===== src/rtl/miyajiro_mem_arbiter.sv =====
// miyajiro_mem_arbiter: shares one single-ported memory between instruction fetch and load/store.
// Data requests win by default; a starvation counter forces fetch through after MAX_IF_WAIT losses.
// One transaction is outstanding at a time: IDLE (arbitrate) -> REQ (drive memory) -> RESP (await rvalid).
// Optional MEM_ARB_TIMEOUT_EN: a stalled response is completed with err=1 after TIMEOUT cycles in RESP.
module miyajiro_mem_arbiter #(
    parameter int AW          = 32,
    parameter int DW          = 32,
    parameter int MAX_IF_WAIT = 4,
    parameter int TIMEOUT     = 64
) (
    input  logic            clk,
    input  logic            reset_n,
    input  logic            if_req,
    input  logic [AW-1:0]   if_addr,
    output logic            if_gnt,
    output logic            if_rvalid,
    output logic [DW-1:0]   if_rdata,
    output logic            if_err,
    input  logic            d_req,
    input  logic            d_we,
    input  logic [AW-1:0]   d_addr,
    input  logic [DW-1:0]   d_wdata,
    input  logic [DW/8-1:0] d_wstrb,
    output logic            d_gnt,
    output logic            d_rvalid,
    output logic [DW-1:0]   d_rdata,
    output logic            d_err,
    output logic            mem_req,
    output logic            mem_we,
    output logic [AW-1:0]   mem_addr,
    output logic [DW-1:0]   mem_wdata,
    output logic [DW/8-1:0] mem_wstrb,
    input  logic            mem_gnt,
    input  logic            mem_rvalid,
    input  logic [DW-1:0]   mem_rdata
);
    localparam int SW = DW / 8;
    localparam int CW = $clog2(MAX_IF_WAIT + 1);

    typedef enum logic [1:0] {IDLE, REQ, RESP} state_e;

    state_e        state_q, state_d;
    logic [CW-1:0] cnt_q, cnt_d;
    logic          owner_q;
    logic          we_q;
    logic [AW-1:0] addr_q;
    logic [DW-1:0] wdata_q;
    logic [SW-1:0] wstrb_q;
    logic          if_rvalid_q, d_rvalid_q, if_err_q, d_err_q;
    logic [DW-1:0] if_rdata_q, d_rdata_q;
    logic          force_if, d_win, grant, resp, tmo;

`ifdef MEM_ARB_TIMEOUT_EN
    localparam int TW = $clog2(TIMEOUT + 1);
    logic [TW-1:0] tmo_q;
    // Count cycles spent waiting in RESP; restarts on every entry
    always_ff @(posedge clk or negedge reset_n) begin
        if (!reset_n) tmo_q <= '0;
        else          tmo_q <= (state_q == RESP) ? tmo_q + TW'(1) : '0;
    end
    assign tmo = (state_q == RESP) && !mem_rvalid && (tmo_q == TW'(TIMEOUT - 1));
`else
    assign tmo = 1'b0;
`endif

    // Arbitration: data wins unless fetch has already lost MAX_IF_WAIT times in a row
    always_comb begin
        force_if = if_req && (cnt_q == CW'(MAX_IF_WAIT));
        d_win    = d_req && !force_if;
        if_gnt   = reset_n && (state_q == IDLE) && if_req && !d_win;
        d_gnt    = reset_n && (state_q == IDLE) && d_win;
        grant    = if_gnt || d_gnt;
        resp     = (state_q == RESP) && (mem_rvalid || tmo);
    end

    // Starvation counter: bump when data beats a waiting fetch, clear when fetch wins or stops asking
    always_comb begin
        cnt_d = cnt_q;
        if (state_q == IDLE)
            cnt_d = (!if_req || if_gnt) ? '0 :
                    (d_gnt && cnt_q != CW'(MAX_IF_WAIT)) ? cnt_q + CW'(1) : cnt_q;
    end

    // State register
    always_ff @(posedge clk or negedge reset_n) begin
        if (!reset_n) state_q <= IDLE;
        else          state_q <= state_d;
    end

    // Next-state logic
    always_comb begin
        state_d = state_q;
        case (state_q)
            IDLE:    state_d = grant ? REQ : IDLE;
            REQ:     state_d = mem_gnt ? RESP : REQ;
            RESP:    state_d = resp ? IDLE : RESP;
            default: state_d = IDLE;
        endcase
    end

    // Outputs: memory port driven from the latched request, responses from their registers
    always_comb begin
        mem_req   = (state_q == REQ);
        mem_we    = we_q;
        mem_addr  = addr_q;
        mem_wdata = wdata_q;
        mem_wstrb = wstrb_q;
        if_rvalid = if_rvalid_q;
        if_rdata  = if_rdata_q;
        if_err    = if_err_q;
        d_rvalid  = d_rvalid_q;
        d_rdata   = d_rdata_q;
        d_err     = d_err_q;
    end

    // Latch the winner's request at the handshake and register the response for its owner
    always_ff @(posedge clk or negedge reset_n) begin
        if (!reset_n) begin
            cnt_q       <= '0;
            owner_q     <= 1'b0;
            we_q        <= 1'b0;
            addr_q      <= '0;
            wdata_q     <= '0;
            wstrb_q     <= '0;
            if_rvalid_q <= 1'b0;
            d_rvalid_q  <= 1'b0;
            if_err_q    <= 1'b0;
            d_err_q     <= 1'b0;
            if_rdata_q  <= '0;
            d_rdata_q   <= '0;
        end else begin
            cnt_q       <= cnt_d;
            if_rvalid_q <= resp && !owner_q;
            d_rvalid_q  <= resp && owner_q;
            if_err_q    <= tmo && !owner_q;
            d_err_q     <= tmo && owner_q;
            if (grant) begin
                owner_q <= d_win;
                we_q    <= d_win && d_we;
                addr_q  <= d_win ? d_addr : if_addr;
                wdata_q <= d_win ? d_wdata : '0;
                wstrb_q <= (d_win && d_we) ? d_wstrb : '0;
            end
            if (resp && !owner_q) if_rdata_q <= mem_rvalid ? mem_rdata : '0;
            if (resp && owner_q)  d_rdata_q  <= mem_rvalid ? mem_rdata : '0;
        end
    end
endmodule


===== config.mk =====
export PLATFORM = sky130hd
export DESIGN_NAME = miyajiro_mem_arbiter
export DESIGN_NICKNAME = d
export VERILOG_FILES = /design/src/rtl/miyajiro_mem_arbiter.sv
export SDC_FILE = /design/constraint.sdc
export NUM_CORES = 1
export LEC_CHECK = 0
export ABC_AREA = 1
export CELL_PAD_IN_SITES_DETAIL_PLACEMENT = 1
export CELL_PAD_IN_SITES_GLOBAL_PLACEMENT = 1
export CORE_ASPECT_RATIO = 0.8
export CORE_MARGIN = 5
export CORE_UTILIZATION = 31
export CTS_BUF_LIST = sky130_fd_sc_hd__clkbuf_16
export DETAILED_ROUTE_END_ITERATION = 8
export PLACE_DENSITY_LB_ADDON = 0.1
export SLEW_MARGIN = 20
export SYNTH_ARGS = -nofsm -noshare
export SYNTH_HDL_FRONTEND = slang
export SYNTH_SLANG_ARGS = --single-unit

===== constraint.sdc =====
create_clock -name clk -period 2.4 [get_ports clk]
set_input_delay 0.24 -clock clk [delete_from_list [all_inputs] [get_ports clk]]
set_output_delay 0.24 -clock clk [all_outputs]
set_load 0.02 [all_outputs]

---- Word level (Yosys, flattened, before mapping) ----
Cells that the tools add are included.
word-level totals
  flip-flop bits (word level) ............. 141
  bits of input ports ..................... 139
  output and inout port bits .............. 140
  word-level logic and storage cells ...... 46
cells by class
  $add $sub $neg .......................... 1
  eq/ne operators ......................... 4
  multiplexer cells ....................... 10
  reduce and logical (&&, ||, !) cells .... 20
operators with widths
  cell                                           count
  2-to-1 mux 32 bit                              3
  logical AND 1 bit                              11
  2-to-1 mux 3 bit                               2
  case mux 2 bit (3 select lines)                1
  zero test 1 bit                                4
  2-to-1 mux 2 bit                               2
  2-to-1 mux 4 bit                               1
  adder 3 x 1 -> 3 bit, second input constant    1
  == test 3 bit, second input constant           1
  inequality test 3 bit, second input constant   1
  == test 2 x 1 -> 1 bit, second input constant  1
  == test 2 bit, second input constant           1
  zero test 2 bit                                1
  logical OR 1 bit                               2
  AND reduction 2 bit                            1
  nonzero test 2 bit                             1
  2-to-1 mux 1 bit                               1

---- Longest topological paths before layout ----
  depth after elaboration ................. 9
  mapped depth ............................ 9
  mapped depth without buffers ............ 8

---- Worst setup path before layout ----
Ideal clock, no wire load.
  path kind ............................... reg-to-reg
  start ................................... reg cnt_q[0]
  end ..................................... reg wdata_q[10], in the netlist mem_wdata[10]
  setup time .............................. 117 ps
  arrival ................................. 1,315 ps
  data required time ...................... 2,283 ps
  path slack .............................. 968 ps
  stages on the path, launching flop included .. 10
  path buffers ............................ 1
  clock period less this slack ............ 1,432 ps
  path through ............................ dfrtp_1 -> inv_1 -> ha_1 -> nand3_2 -> nand2_4 -> a21oi_4 -> inv_2 -> buf_2 -> nand2_1 -> nand2_1
on the way
  cells in the longest elaborated chain, start to end .. 7
  elaborated cells between the ends (all ways) .. 9
  those cells by class .................... eq/ne (1); mux (1); reduce/logical (7)
ends and longest elaborated chain
  what                      RTL line  source
  start: declaration        43        logic [CW-1:0] cnt_q, cnt_d;
  start signal: assignment  132       cnt_q <= cnt_d;
  == test 3 bit (*)         68        force_if = if_req && (cnt_q == CW'(MAX_IF_WAIT));
  logical AND 1 bit (*)     68
  zero test 1 bit (*)       69        d_win = d_req && !force_if;
  logical AND 1 bit (*)     69
  zero test 1 bit           70        if_gnt = reset_n && (state_q == IDLE) && if_req && !d_win;
  logical AND 1 bit         70
  logical OR 1 bit          72        grant = if_gnt || d_gnt;
  end signal: assignment    141       wdata_q <= d_win ? d_wdata : '0;
  end: declaration          47        logic [DW-1:0] wdata_q;
Mark *: on every way between the ends. The rest lies on a longest branch, timed or not.
A chain may end at the register's enable or synchronous reset.

---- Final worst setup path ----
  start ................................... reg cnt_q[0]
  end ..................................... out d_gnt
on the way
  cells in the longest elaborated chain, start to end .. 5
ends and longest elaborated chain
  what               RTL line  source
  == test 3 bit      68
  logical AND 1 bit  68
  zero test 1 bit    69
  logical AND 1 bit  69
  logical AND 1 bit  71        d_gnt = reset_n && (state_q == IDLE) && d_win;
  end: declaration   24        output logic d_gnt,
Every way passes these cells.

==> summary.txt <==
Power
  • Leakage: 4.62 nW
  • PD cells: 1300 nW/um^2
  • Peak VDD IR: 0.578 mV

Floorplanning
  • Ports: 279
  • Die ar.: 21,700 um^2
  • Initial Utilization: 31.9%
  • Die Height: 133 um
  • # rows: 44
  • DIE WIDTH: 163 um
  • Core Footprint: 18,300 um^2

Finish
  • Nets: 1,098
  • Storage cell area: 3530 um^2
  • Post-Layout Inst Area: 9410 um^2
  • Multi-input logic area: 1950 um^2
  • Non-filler instance count after layout: 1,223
  • Area Growth Syn to Fin: 61.1%
  • Ratio of cells with drive above 1 in the final layout: 5.37%
  • Fillers: 2,105

Clock tree
  • Clock transition at the registers of the reported paths: 0.06 ns
  • Clock sinks: 141
  • Cts hold-fix bufs: 0
  • CTS Buffer Depth: 2
  • H-tree levels: 4
  • CTS Buf Count: 17
  • Post-CTS setup buffer count: 0
  • TritonCTS clock tree: done
  • Worst-Skew Late Latency: 0.42 ns
  • Clock Tree Root: clkbuf_16

STA
  • Worst hold slack: -0.0424 ns
  • Fmax: 465 MHz
  • Fin Clk Skew: 0.00736 ns
  • Period utilization: 89.7%
  • RSZ-0062 raised after global routing: false
  • Post-route setup TNS: 0 ns
  • Tmin final: 2.15 ns
  • Final hold vios: 53
  • Rel. slew slack: 46.4%
  • Final setup violation count: 0
  • Max-slew violations: 0
  • Worst-Margin Slew: 0.803 ns

Routing
  • Initial DRC Count: 186
  • DR vias: 5,455
  • Routed len/inst: 16.5 um
  • DRC errors left: 0
  • Vias per inst: 4.46
  • Total wire length: 20.2 mm
  • Final ANT Viol Nets: 0
  • 1st-pass router iterations: 4

Run status
  • Violated checks: hold timing
  • Status: complete, but fails checks

Yosys
  • Sequential element share of the synthesized area: 60.4%
  • Synth Register Bits: 141
  • Average cell area after synthesis: 8.47 um^2
  • Ys Warns: 0
  • Synthesized instance count: 690
  • Distinct cells, synth: 22
  • Synthesized area: 5840 um^2

Global routing
  • Total grt overflow: 0
  • Vias in the first global route: 5,923
  • Initial antenna violation count: 1
  • Largest net degree at the start of global routing: 143
  • All-Layer GR Usage: 18.7%
  • First-pass GRT wire length: 32.1 mm

Worst setup path
  • Critical path type: reg2out
  • CP Data Required Time: 2.16 ns
  • Top fanout value on the critical path: 7
  • Crit path arrival time: 1.91 ns
  • Worst Setup End Kind: primary output
  • CP startpoint kind: flop

Placed design
  • # port buffers: 276
  • Total placed cells including tap cells: 1,191
  • GP Congestion: 0.812
  • Final HPWL DP: 14.9 mm
  • DP Area: 8840 um^2

Run
  • Total of max-cap violations: 0

Hold path
  • Tightest Hold Check Type: in2async
## state kept, by name, indices dropped and copies added (netlist names)
register and cells:
mem_we 1, cnt_q 3, if_rdata 32, state_q 2
if_rvalid 1, mem_wstrb 4, d_rdata 32, mem_wdata 32
mem_addr 32, d_rvalid 1, owner_q 1
## cells in the final DEF, fill, tap and decap left out, types with 3 or more instances in the layout
cell             count
buf_4                9
clkbuf_16           17
clkdlybuf4s50_1    273
clkinv_2             3
clkinvlp_4           6
dfrtp_1            141
inv_1               45
nand2_1            341
nand3_1             37
nand3_2              3
nor2_1               3
o21ai_0             67
## cell families after synthesis
kind of cell / after synthesis / share of synthesized area, %
compound gates: 72 / 6.47
simple gates: 388 / 26.1
fa+ha+maj: 2 / 0.428
flops: 141 / 60.4
buf+inv: 86 / 6.55
other cells: 1 / 0.0642
## where the power goes
part           total, mW  switching, mW  internal [mW]
clock network       2.57           1.05           1.52
registers           4.11          0.641           3.47
logic               5.58           3.06           2.52
total               12.3           4.75           7.50
## what timing repair did
item                                   CTS  global route
cloned                                   0             0
resized for setup                        1             1
endpoints found under the hold margin    0             0
setup endpoints to repair                1             1
## worst paths after layout
check / startpoint / cells after the start / slack (ns) / to
worst max-delay path: cnt_q[0] / 6 / 0.25 / d_gnt
worst min-delay path: reset_n / 2 / -0.04 / owner_q
worst min register to register: mem_addr[10] / 2 / 0.47 / mem_addr[10]
worst max register to register: cnt_q[0] / 8 / 0.58 / mem_wstrb[1]
max in group asynchronous: reset_n / 2 / 1.82 / d_rdata[10]
min in group clk: reset_n / 3 / 0.22 / owner_q
## cell type report
class | instances | area share [%]
Inverter | 46 | 1.83
Clock inverter | 14 | 1.56
Tap cell | 253 | 3.36
Multi-Input combinational cell | 464 | 20.7
Sequential cell | 141 | 37.5
Antenna cell | 1 | 0.0266
Timing Repair Buffer | 287 | 30.5
Clock buffer | 17 | 4.52
## synth_stat cells, drive strengths merged
cell | n | share of area [%]
nand3 | 40 | 3.5
nand2 | 343 | 22
dfrtp | 141 | 60
clkbuf | 10 | 0.64
buf | 30 | 3.0
nor2 | 5 | 0.36
o21ai | 67 | 5.7
ha | 2 | 0.43
o22ai | 1 | 0.11
a21oi | 2 | 0.36
o31ai | 1 | 0.13
conb | 1 | 0.064
o21bai | 1 | 0.13
inv | 46 | 3.0
## per-layer routing
metal / part of all wire [%] / track usage [%]
met1: 42 / 22.7
met2: 47 / 30.6
met3: 9.6 / 7.34
met4: 1.3 / 6.43
met5: 0 / 0
## per-stage QoR
| stage | total power, mW | util, % | setup WS, ns |
|---|---|---|---|
| after floorplan | 6.68 | - | 0.968 |
| after global placement | 9.61 | 48.2 | 0.279 |
| after detailed placement | 9.80 | 48.2 | 0.272 |
| after CTS | 12.5 | 51.3 | 0.0216 |
| after global routing | 13.0 | 51.3 | 0.139 |
| final | 12.3 | 51.3 | 0.248 |
## worst max-delay path, cell delays in order (launching register included)
cell           delay [ns]
dfrtp_1              0.37
inv_1                0.08
ha_1                 0.22
nand3_2              0.10
nand2_4              0.09
nor2_2               0.25
dlygate4sd2_1        0.38
Power figures use the tool's default switching activity.
